[src/rtl/trap_ctrl.sv]
// trap_ctrl: sequences exceptions, interrupts and mret through a
// drain / commit / redirect handshake with the pipeline.
// An accepted event raises stall in the same cycle. The FSM then waits in
// DRAIN for pipe_idle, pulses ctrl_trap for one cycle (COMMIT) and
// redirect_valid for one cycle (REDIRECT), and returns to IDLE.
// Optional build macro: TRAP_CTRL_IRQ_SYNC_EN puts a two-flop synchroniser
// on the three interrupt lines, which adds two cycles of interrupt latency.
module trap_ctrl (
  input  logic        ctrl_clk,
  input  logic        ctrl_reset_n,
  input  logic        exc_valid,
  input  logic [3:0]  exc_code,
  input  logic [31:0] exc_pc,
  input  logic        mret_req,
  input  logic [31:0] next_pc,
  input  logic        pipe_idle,
  input  logic        irq_msi,
  input  logic        irq_mti,
  input  logic        irq_mei,
  input  logic        csr_mie,
  input  logic        en_msi,
  input  logic        en_mti,
  input  logic        en_mei,
  output logic        stall,
  output logic        ctrl_trap,
  output logic        ctrl_mret,
  output logic [4:0]  trap_info,
  output logic [31:0] trap_pc,
  output logic        redirect_valid,
  output logic        redirect_sel
);

  typedef enum logic [1:0] {
    ST_IDLE     = 2'd0,
    ST_DRAIN    = 2'd1,
    ST_COMMIT   = 2'd2,
    ST_REDIRECT = 2'd3
  } state_e;

  // Interrupt cause codes
  localparam logic [3:0] CODE_MSI = 4'd3;
  localparam logic [3:0] CODE_MTI = 4'd7;
  localparam logic [3:0] CODE_MEI = 4'd11;

  state_e      state_q;
  logic        stall_q;
  logic        kind_mret_q;
  logic        ctrl_trap_q;
  logic        ctrl_mret_q;
  logic        redirect_valid_q;
  logic        redirect_sel_q;
  logic [4:0]  trap_info_q;
  logic [31:0] trap_pc_q;

  logic [1:0]  rst_sync_q;
  logic        rst_ok;

  logic [2:0]  irq_raw;   // {mei, mti, msi}
  logic [2:0]  irq_line;
  logic [2:0]  irq_pend;

  logic        accept;
  logic        kind_mret_d;
  logic [4:0]  trap_info_d;
  logic [31:0] trap_pc_d;

  // Reset release synchroniser: the assertion of reset is immediate, but
  // event acceptance only resumes two clock edges after release.
  always_ff @(posedge ctrl_clk or negedge ctrl_reset_n) begin
    if (!ctrl_reset_n) begin
      rst_sync_q <= 2'b00;
    end else begin
      rst_sync_q <= {rst_sync_q[0], 1'b1};
    end
  end

  assign rst_ok  = rst_sync_q[1];
  assign irq_raw = {irq_mei, irq_mti, irq_msi};

`ifdef TRAP_CTRL_IRQ_SYNC_EN
  logic [2:0] irq_s1_q;
  logic [2:0] irq_s2_q;

  for (genvar gi = 0; gi < 3; gi++) begin : g_irq_sync
    // Two-flop synchroniser per level interrupt line
    always_ff @(posedge ctrl_clk or negedge ctrl_reset_n) begin
      if (!ctrl_reset_n) begin
        irq_s1_q[gi] <= 1'b0;
        irq_s2_q[gi] <= 1'b0;
      end else begin
        irq_s1_q[gi] <= irq_raw[gi];
        irq_s2_q[gi] <= irq_s1_q[gi];
      end
    end
  end

  assign irq_line = irq_s2_q;
`else
  assign irq_line = irq_raw;
`endif

  // An interrupt is pending only with the global enable and its own enable
  assign irq_pend = irq_line & {en_mei, en_mti, en_msi} & {3{csr_mie}};

  // Event arbitration in IDLE: exception > mret > MEI > MSI > MTI
  always_comb begin
    accept      = 1'b0;
    kind_mret_d = 1'b0;
    trap_info_d = trap_info_q;
    trap_pc_d   = trap_pc_q;
    if (state_q == ST_IDLE && rst_ok) begin
      if (exc_valid) begin
        accept      = 1'b1;
        trap_info_d = {1'b0, exc_code};
        trap_pc_d   = exc_pc;
      end else if (mret_req) begin
        accept      = 1'b1;
        kind_mret_d = 1'b1;
        trap_info_d = 5'd0;
      end else if (irq_pend[2]) begin
        accept      = 1'b1;
        trap_info_d = {1'b1, CODE_MEI};
        trap_pc_d   = next_pc;
      end else if (irq_pend[0]) begin
        accept      = 1'b1;
        trap_info_d = {1'b1, CODE_MSI};
        trap_pc_d   = next_pc;
      end else if (irq_pend[1]) begin
        accept      = 1'b1;
        trap_info_d = {1'b1, CODE_MTI};
        trap_pc_d   = next_pc;
      end
    end
  end

  // Main FSM with registered pulse outputs; reset aborts any operation
  always_ff @(posedge ctrl_clk or negedge ctrl_reset_n) begin
    if (!ctrl_reset_n) begin
      state_q          <= ST_IDLE;
      stall_q          <= 1'b0;
      kind_mret_q      <= 1'b0;
      ctrl_trap_q      <= 1'b0;
      ctrl_mret_q      <= 1'b0;
      redirect_valid_q <= 1'b0;
      redirect_sel_q   <= 1'b0;
      trap_info_q      <= 5'd0;
      trap_pc_q        <= 32'd0;
    end else begin
      unique case (state_q)
        ST_IDLE: begin
          if (accept) begin
            state_q     <= ST_DRAIN;
            stall_q     <= 1'b1;
            kind_mret_q <= kind_mret_d;
            trap_info_q <= trap_info_d;
            trap_pc_q   <= trap_pc_d;
          end
        end
        ST_DRAIN: begin
          // New events are ignored here; only pipe_idle matters
          if (pipe_idle) begin
            state_q     <= ST_COMMIT;
            ctrl_trap_q <= 1'b1;
            ctrl_mret_q <= kind_mret_q;
          end
        end
        ST_COMMIT: begin
          state_q          <= ST_REDIRECT;
          ctrl_trap_q      <= 1'b0;
          ctrl_mret_q      <= 1'b0;
          redirect_valid_q <= 1'b1;
          redirect_sel_q   <= kind_mret_q;
        end
        ST_REDIRECT: begin
          state_q          <= ST_IDLE;
          stall_q          <= 1'b0;
          redirect_valid_q <= 1'b0;
          redirect_sel_q   <= 1'b0;
        end
        default: begin
          state_q          <= ST_IDLE;
          stall_q          <= 1'b0;
          ctrl_trap_q      <= 1'b0;
          ctrl_mret_q      <= 1'b0;
          redirect_valid_q <= 1'b0;
          redirect_sel_q   <= 1'b0;
        end
      endcase
    end
  end

  // stall covers the accepting IDLE cycle combinationally
  assign stall          = stall_q | accept;
  assign ctrl_trap      = ctrl_trap_q;
  assign ctrl_mret      = ctrl_mret_q;
  assign redirect_valid = redirect_valid_q;
  assign redirect_sel   = redirect_sel_q;
  assign trap_info      = trap_info_q;
  assign trap_pc        = trap_pc_q;

endmodule

[config.mk]
export PLATFORM = sky130hd
export DESIGN_NAME = trap_ctrl
export DESIGN_NICKNAME = d
export VERILOG_FILES = /design/src/rtl/trap_ctrl.sv
export SDC_FILE = /design/constraint.sdc
export NUM_CORES = 1
export LEC_CHECK = 0
export CELL_PAD_IN_SITES_DETAIL_PLACEMENT = 1
export CELL_PAD_IN_SITES_GLOBAL_PLACEMENT = 1
export CORE_MARGIN = 8
export CORE_UTILIZATION = 25
export CTS_BUF_LIST = sky130_fd_sc_hd__clkbuf_16
export DETAILED_ROUTE_END_ITERATION = 12
export GPL_ROUTABILITY_DRIVEN = 1
export GPL_TIMING_DRIVEN = 0
export PLACE_DENSITY = 0.77
export SLEW_MARGIN = 20
export SYNTH_ARGS = -nofsm -noshare
export SYNTH_HDL_FRONTEND = slang
export SYNTH_SLANG_ARGS = --single-unit
[constraint.sdc]
create_clock -name ctrl_clk -period 1.86 [get_ports ctrl_clk]
set_input_delay 0.279 -clock ctrl_clk [delete_from_list [all_inputs] [get_ports ctrl_clk]]
set_output_delay 0.279 -clock ctrl_clk [all_outputs]
set_load 0.02 [all_outputs]
==> flow_summary.yaml <==
status:
  status: "finished clean"
routing:
  drc_errors: 0
  drt-met1-wl_um: 3020
  num_vias: 2087
  met3_length_um: 803
  dr_wl_met2_um: 3730
  ant_nets: 0
  viasPerCell: 4.54
  dr.pass1.iters: 4
  initialDrtViolationCount: 43
  wl_per_cell_um: 16.6
  drt_wl_total_um: 7620
  topRoutingLayerUsed: "met4"
layout:
  area_growth_syn_to_layout_pct: 75.7
  fin_nets: 436
  seq_area_um2: 1180
  mostFrequentLayoutCells: "110 x clkdlybuf4s50_1, 47 x dfrtp_1, 38 x nor2_1"
  n_antenna_cell: 0
  stdcell_area_um2: 3910
  multi_input_area_um2: 1020
  layout_commonest_cell: "clkdlybuf4s50_1"
  fillCellCount: 969
  drive_gt1_frac: 0.122
placed_design:
  io_buffers: 120
  dp_hpwl_um: 6080
  place_area_um2: 3580
  dp_slack_ps: -736
  place_congestion: 0.696
worst_setup_path:
  path_depth: 7
  required_ps: 1580
  path_class: "in -> out"
  reg2reg_slack_ps: 120
  crit_arrival_ps: 1500
  endpoint: "stall"
  r2r_cells: 7
  path_max_fanout: 2
  max_stage_delay_ps: 340
  path_buf_inv: 3
  critPathTopFamily: "buffers and inverters"
  r2r_start: "state_q[1]"
  cp-end-kind: "output pin"
  setup.worst_path.start_class: "input port"
  crit_slowest_cell: "a222oi_1"
  startpoint: "irq_msi"
  path_cells: "dlygate4sd2_1, a222oi_1, buf_4, o21a_1, or2_4, nand2b_4, buf_6"
  regToRegEndpoint: "trap_pc[14]"
synthesis:
  ys_types: 29
  synth_nets: 298
  synth_edf_count: 0
  yosys_warnings: 0
  synthCells: 213
  synth_seq_cells: 47
  syn_area_um2: 2230
  avgSynthCellArea_um2: 10.5
  async_reset_ff_frac: 1.00
  seq_area_frac_synth: 0.528
  synth_flop_cell: "dfrtp_1"
pwr:
  p_int_uw: 3710
  power_density_nw_per_um2: 1480
  combPwrFrac: 0.496
  irDropWorstVdd_mv: 0.525
  p_leak_uw: 0.00172
  seq_power_share: 0.308
  clockPowerShare: 0.196
  netSwitchingFraction: 0.360
  p_sw_uw: 2090
timing:
  fmax_ghz: 0.563
  period_share: 0.955
  holdWs_ps: 350
  fin_skew_ps: 2.15
  fin_crit_ps: 1780
  layout_setup_ws_ps: 84.4
  report.final.slew_viol_count: 0
  relSlewSlack: 0.491
  tightest_slew_ps: 763
  finalHoldViolCount: 0
  setup_violations: 0
floorplanning:
  pin_count: 122
  die-height_um: 110
  die_w_um: 110
  coreArea_um2: 8680
  rows: 34
  die_area_um2: 12200
  initial_utilization: 0.257
clocking:
  cts_buffers: 5
  path_clk_slew_ps: 60
  cts_max_level: 2
  clockBufferDepth: 2
  cts_tree: "yes"
  clockRootBuffer: "clkbuf_16"
  cts_sinks: 47
  clk_latency_ps: 280
global_routing:
  overflow: 0
  grt.total_usage: 0.122
  grt_pass1_vias: 2324
  grt_max_degree: 29
  antenna_found_initial: 0
  grt_pass1_wl_um: 11700
worst_hold_path:
  hold_class: "reg -> reg"
run:
  cap_violations: 0
[through the flow]
| step | total power, uW | TNS [ps] | instances | util |
|---|---|---|---|---|
| floorplan | 3120 | 0 | 213 | - |
| global placement | 4440 | -52900 | 441 | 0.411 |
| detailed placement | 4560 | -12020 | 442 | 0.412 |
| CTS | 5840 | 0 | 455 | 0.445 |
| global route | 6180 | -6.51 | 460 | 0.451 |
| finish | 5800 | 0 | 460 | 0.451 |
[repair_timing]
item,CTS,global route
gates resized for setup,30,6
gates cloned,0,0
hold buffers,1,0
setup buffers,4,5
pin swaps,4,4
endpoints found under the setup margin,36,21
hold endpoints to repair,19,0
[cells in the mapped netlist, types with 2 or more instances]
library cell  count  share of area
inv_1             4         0.0067
dfrtp_1          47           0.53
nor2_1           39          0.066
mux2i_1          34           0.15
o21ai_0           4         0.0090
o21a_1            2         0.0067
a21oi_1          35          0.079
mux2_2            3          0.015
nand2_1           8          0.013
buf_2             6          0.013
ha_1              5          0.028
clkbuf_1          4         0.0067
a22o_1            2         0.0079
nand2b_1          4          0.011
nor2b_1           2         0.0056
[cell type report]
type,count,area share
Clock inverter,3,0.0173
Multi-Input combinational cell,150,0.260
Tap cell,108,0.0345
Inverter,4,0.00384
Clock buffer,5,0.0320
Buffer,12,0.0221
Timing Repair Buffer,131,0.329
Sequential cell,47,0.301
[sequential cells by signal (all words and copies together) (netlist names)]
| signal | cells |
|---|---|
| trap_pc | 32 |
| rst_sync_q | 2 |
| stall_q | 1 |
| ctrl_trap | 1 |
| trap_info | 5 |
| redirect_valid | 1 |
| state_q | 2 |
| ctrl_mret | 1 |
| kind_mret_q | 1 |
| redirect_sel | 1 |
[worst register-to-register path, delay by kind of cell (launching register included)]
family | cells | cell delay [ps]
AOI/OAI and AO/OA | 2 | 490
adders and majority gates | 1 | 150
buffers and inverters | 3 | 490
DFF | 1 | 420
and+or+nand+nor | 1 | 70
[routing by layer]
layer	GRT usage	vias to the layer above
met5	0	-
met4	0.0238	0
met3	0.0541	6
met2	0.211	79
met1	0.135	994
li1	-	1008
[worst min-delay path by stage]
stage | startpoint | endpoint | slack, ps | cells past startpoint
detailed placement | ctrl_reset_n | trap_pc[27] | 280 | 1
finish | rst_sync_q[0] | rst_sync_q[1] | 350 | 0
global placement | rst_sync_q[0] | rst_sync_q[1] | 330 | 0
CTS | rst_sync_q[0] | rst_sync_q[1] | 350 | 0
global route | rst_sync_q[0] | rst_sync_q[1] | 370 | 0
floorplan | ctrl_reset_n | ctrl_mret | -20 | 0
[power by group through the flow]
| stage | clock network (uW) | logic (uW) | registers, uW |
|---|---|---|---|
| floorplan | 0 | 818 | 2300 |
| global placement | 0 | 2670 | 1760 |
| detailed placement | 0 | 2750 | 1810 |
| CTS | 1180 | 2860 | 1800 |
| global route | 1220 | 3110 | 1850 |
| finish | 1140 | 2880 | 1790 |
[cells by family (layout without fill, tap and decap cells)]
kind of cell	Yosys count	after routing	synth area share
adder cells (fa/ha/maj)	5	5	0.0281
flip-flops	47	47	0.528
AO/OA/AOI/OAI	51	51	0.135
AND/OR/NAND/NOR	56	56	0.103
buffers and inverters	16	155	0.0354
other	1	1	0.00168
multiplexers	37	37	0.168
(Power assumes the default switching activity.)
==> variant 1: new RTL, same flow settings <==
Re-encode `state_e` (4 states) as one-hot, 4 bits wide.
--- a/src/rtl/trap_ctrl.sv
+++ b/src/rtl/trap_ctrl.sv
@@ -30,11 +30,11 @@
   output logic        redirect_sel
 );
 
-  typedef enum logic [1:0] {
-    ST_IDLE     = 2'd0,
-    ST_DRAIN    = 2'd1,
-    ST_COMMIT   = 2'd2,
-    ST_REDIRECT = 2'd3
+  typedef enum logic [3:0] {
+    ST_IDLE     = 4'b0001,
+    ST_DRAIN    = 4'b0010,
+    ST_COMMIT   = 4'b0100,
+    ST_REDIRECT = 4'b1000
   } state_e;
 
   // Interrupt cause codes
Formal check against the unedited RTL: same outputs for any inputs over 10 cycles, from zero or initial values and one cycle with ctrl_reset_n low; not proved beyond that.
==> variant 1 against the unedited design <==
  * The flow now finishes with violations (negative setup slack)
  * Total power increased by 0.17%
  * Critical endpoint is now trap_pc[21]
  * Setup slack lost 0.42 ns
  * First-iteration DRC count down 19%
  * Sequential cell count increased by 2
  * Critical path type is now flop to flop
  * Sequential share of layout area grew 0.28 points
  * Die area grew 7.8%
  * Maximum frequency fell by 19%
  * Design area grew 3.5%
  * Highest routed layer unchanged
  * Area after synthesis is 9.2% higher
  * Wire length down 0.55%
==> variant 1: results (changes against the unedited design) <==
run_status:
  status: "finished, violations left"  # was finished, final reports clean
  violations: "negative setup slack"
route:
  wl_met1_um: 2830  # was 3020 um
  first_pass_iters: 3  # was 4
  wl_met3_um: 836  # was 803 um
  finalWirelength_um: 7570  # was 7620 um
  met2_length_um: 3840  # was 3730 um
  first_iter_violations: 35  # was 43
  via_count: 1924  # was 2087
timing:
  relSlewSlack_pct: 48.5  # was 49.1%
  finalClockSkew_ns: 0.00550  # was 0.00215 ns
  fin_ws_ns: -0.335  # was 0.0844 ns
  setup_viol: 40  # was 0
  finalSetupTns_ns: -11.71  # was 0 ns
global_route:
  grt_max_degree: 50  # was 29
  grtUsageTotal_pct: 11.9  # was 12.2%
  grt_util_met3_pct: 6.12  # was 5.41%
  grt_first_pass_wirelength_um: 12300  # was 11700 um
  use_met2_pct: 20.9  # was 21.1%
logic_synthesis:
  synth-seq-cells: 49  # was 47
  synth_nets: 253  # was 298
  synth_commonest_cells: "dfrtp_1 (48), mux2_2 (37), mux2_4 (29), a21oi_1 (8), nor2_1 (7)"  # was dfrtp_1 (47), nor2_1 (39), a21oi_1 (35), mux2i_1 (34), nand2_1 (8)
  synthTopCellsByArea: "dfrtp_1 (49%), mux2_4 (18%), mux2_2 (17%)"  # was dfrtp_1 (53%), mux2i_1 (15%), a21oi_1 (7.9%)
  synth-seq-area-share_pct: 50.5  # was 52.8%
placed_design:
  place_ws_ns: -0.999  # was -0.736 ns
  hpwl_um: 5840  # was 6080 um
  place_congestion: 0.710  # was 0.696
  port_buffers: 121  # was 120
final_layout:
  multi_input_area_share_pct: 28.4  # was 26.0%
  buffers_excl_clock: 138  # was 143
  drive_gt1_share_pct: 30.9  # was 12.2%
  multi_input_cells: 112  # was 150
  fillCellCount: 1038  # was 969
  ff_latch_area_um2: 1230  # was 1180 um^2
  clock_area_share_pct: 3.37  # was 4.92%
pwr:
  p_sw_mw: 1.98  # was 2.09 mW
  peakVddDrop_uv: 586  # was 525 uV
cts:
  cts_setup_buffers: 7  # was 4
  cts_resized: 14  # was 30
worst_setup_path:
  cpLargestDelayFamily: "flip-flops"  # was buffers and inverters
  r2r-end: "trap_pc[21]"  # was trap_pc[14]
  worst_r2r_path_depth: 6  # was 7
  endpoint: "trap_pc[21]"  # was stall
min_path:
  hold_class: "input port to async pin"  # was flop to flop
==> variant 1: power groups by stage <==
stage | clock network (mW) | logic (mW) | registers (mW)
2_1_floorplan | 0 | 1.10 | 2.37
3_3_place_gp | 0 | 2.93 | 1.85
3_5_place_dp | 0 | 2.99 | 1.86
4_1_cts | 0.894 | 3.13 | 1.85
5_1_grt | 0.922 | 3.32 | 1.92
6_report | 0.854 | 3.11 | 1.85
==> variant 1: stage by stage <==
stage | hold WS, ns | instance area [um^2] | cells | util [%]
after floorplan | -0.0166 | 2440 | 173 | -
after detailed placement | 0.339 | 3810 | 427 | 39.8
after global placement | 0.333 | 3820 | 427 | 39.8
after global routing | 0.0649 | 4050 | 444 | 42.2
after CTS | 0.0514 | 4040 | 443 | 42.1
final | 0.00163 | 4050 | 444 | 42.2
==> variant 1: cells by family after synthesis <==
kind of cell	after synthesis	share of synthesized area, %
muxes	66	35.0
DFF	49	50.5
AOI/OAI and AO/OA	23	6.69
and+or+nand+nor	22	4.89
buffers and inverters	12	2.78
other	1	0.154
==> variant 2: new RTL, config.mk and constraints unchanged <==
Without the edit above. The option `TRAP_CTRL_IRQ_SYNC_EN` is turned on by a define.
--- a/src/rtl/trap_ctrl.sv
+++ b/src/rtl/trap_ctrl.sv
@@ -5,6 +5,8 @@
 // redirect_valid for one cycle (REDIRECT), and returns to IDLE.
 // Optional build macro: TRAP_CTRL_IRQ_SYNC_EN puts a two-flop synchroniser
 // on the three interrupt lines, which adds two cycles of interrupt latency.
+`define TRAP_CTRL_IRQ_SYNC_EN
+
 module trap_ctrl (
   input  logic        ctrl_clk,
   input  logic        ctrl_reset_n,
Function: changed (a bounded check fails within 4 cycles, from zero or initial values and one cycle with ctrl_reset_n low).
==> variant 2 against the unedited design <==
  * Hold slack worse by 0.32 ns
  * Synthesized cell count is 3.8% higher
  * Design area grew 2.9%
  * Sequential share of layout area rose by 2.9 points
  * Sequential cell count rose by 6
  * Die area up 6.5%
  * Area after synthesis increased by 7.6%
  * Combinational power is 1% higher
  * Total power up 1.4%
  * Setup slack worse by 0.071 ns
  * Sequential power rose by 7%
  * Critical path type is now flop to output pin
  * Clock power is 9% lower
  * Wire length rose by 6.9%
==> variant 2: results (changes against the unedited design) <==
logic_synthesis:
  synth-main-ff-cell: "dfrtp_1"  # unchanged
  synth_commonest_cells: "dfrtp_1 (53), nor2_1 (39), a21oi_1 (34), mux2i_1 (34), nand2_1 (9)"  # was dfrtp_1 (47), nor2_1 (39), a21oi_1 (35), mux2i_1 (34), nand2_1 (8)
  async_flop_share_pct: 100  # unchanged
  synth-seq-area-share_pct: 55.3  # was 52.8%
  synth.distinct_cells: 29  # unchanged
  synthTopCellsByArea: "dfrtp_1 (55%), mux2i_1 (14%), a21oi_1 (7.1%)"  # was dfrtp_1 (53%), mux2i_1 (15%), a21oi_1 (7.9%)
  synth_nets: 306  # was 298
  ys_warn_count: 0  # unchanged
worst_setup_path:
  r2r_setup_slack_ns: 0.11
  crit_arrival_ns: 1.57  # was 1.50 ns
  r2r-end: "trap_pc[10]"  # was trap_pc[14]
  worstPathMaxFanout: 5  # was 2
  worstReg2RegStart: "state_q[1]"  # unchanged
  worst_r2r_path_depth: 7  # unchanged
cts:
  cts_max_path_buffers: 2  # unchanged
  numCtsBuffers: 5  # unchanged
  clkLatencyLatePin_ns: 0.29
  cts_max_level: 2  # unchanged
  clock-root-buffer: "clkbuf_16"  # unchanged
  clkTransAtPathRegs_ns: 0.07
final_layout:
  drive_gt1_share_pct: 10.1  # was 12.2%
  largest_register_ffs: 32  # unchanged
  finalNetCount: 440  # was 436
  antennaDiodeCount: 0  # unchanged
global_route:
  grt_max_degree: 54  # was 29
  grt_pass1_vias: 2470  # was 2324
  grtUsageTotal_pct: 12.3  # was 12.2%
  antenna_found_initial: 0  # unchanged
  grt_first_pass_wirelength_um: 12600  # was 11700 um
route:
  viasPerCell: 4.37  # was 4.54
  first_pass_iters: 4  # unchanged
  first_iter_violations: 34  # was 43
  wl_per_cell_um: 16.8  # was 16.6 um
die:
  core-area_um2: 9280  # was 8680 um^2
placed_design:
  place_congestion: 0.738  # was 0.696
  place_area_um2: 3760  # was 3580 um^2
  place_ws_ns: -0.532  # was -0.736 ns
  hpwl_um: 6320  # was 6080 um
  port_buffers: 120  # unchanged
min_path:
  hold_class: "input port to async pin"  # was flop to flop
pwr:
  peakVddDrop_uv: 619  # was 525 uV
  total_leakage_power_nw: 1.71  # was 1.72 nW
  internal-power_mw: 3.73  # was 3.71 mW
timing:
  finalClockSkew_ns: 0.00662  # was 0.00215 ns
  relSlewSlack_pct: 47.5  # was 49.1%
  drv_slew: 0  # unchanged
  fin_hold_ws_ns: 0.0350  # was 0.350 ns
job:
  maxCapViolCount: 0  # unchanged
run_status:
  status: "finished, final reports clean"  # unchanged
[variant 2: cell count changes after synthesis, moves of 2 or more]
cell | before | now
nor2b_1 | 2 | 4
dfrtp_1 | 47 | 53
mux2_2 | 3 | 0
buf_6 | 1 | 3
o311ai_0 | 0 | 2
[variant 2: what timing repair did]
| action | CTS | global route |
|---|---|---|
| endpoints found under the setup margin | 36 | 34 |
| resized for setup | 15 | 6 |
| setup buffers | 4 | 3 |
| hold buffers | 0 | 0 |
| pin swaps | 0 | 2 |
[variant 2: critical path: stages, from the launching register on]
cell and delay [ns]:
dfrtp_1 0.40, inv_2 0.11, ha_4 0.17, o311ai_2 0.12
a31o_2 0.28, nand2b_4 0.08, buf_6 0.11
[variant 2: worst max path at each step]
stage / cells past startpoint / to / from / slack, ns
6_report: 6 / stall / state_q[1] / 0.01
5_1_grt: 6 / stall / state_q[1] / -0.04
4_1_cts: 6 / stall / state_q[1] / 0.01
3_5_place_dp: 5 / stall / mret_req / -0.53
3_3_place_gp: 1 / trap_pc[4] / ctrl_reset_n / -1.20
2_1_floorplan: 7 / trap_pc[0] / state_q[0] / 0.18
[variant 2: kinds of logic (layout without fill, tap and decap cells)]
group / Yosys count / after routing / share of synthesized area, %
compound gates: 53 / 53 / 13.5
simple gates: 58 / 58 / 10.1
buf+inv: 16 / 151 / 3.71
other cells: 1 / 1 / 0.156
fa+ha+maj: 5 / 5 / 2.61
mux: 35 / 35 / 14.7
flops: 53 / 53 / 55.3
[variant 2: area by class of cell]
class	count	area, um^2
clock buffer	5	125
fill	1061	5260
buffer	12	82.6
multi-input combinational	152	1020
clock inverter	3	41.3
tap	129	161
sequential	53	1330
inverter	4	15.0
timing repair buffer	127	1250
[variant 2: layer usage]
metal  track usage (%)  vias up  part of all wire, %
met3              4.81        2                  8.0
met5                 0        -                    0
met1              13.2     1019                   39
met4              3.19        0                 0.70
met2              21.9       72                   52
li1                  -     1027                    -
[variant 2: per-stage QoR]
stage                     total power, mW  cells
after global routing                 6.27    485
after CTS                            5.91    482
after global placement               4.62    470
after floorplan                      3.28    221
after detailed placement             4.72    470
final                                5.88    485
[variant 2: power groups by stage]
stage | sequential, mW | clock [mW] | combinational (mW)
6_report | 1.92 | 1.04 | 2.92
5_1_grt | 1.99 | 1.13 | 3.15
4_1_cts | 1.92 | 1.09 | 2.90
3_5_place_dp | 1.95 | 0 | 2.78
3_3_place_gp | 1.92 | 0 | 2.70
2_1_floorplan | 2.45 | 0 | 0.830
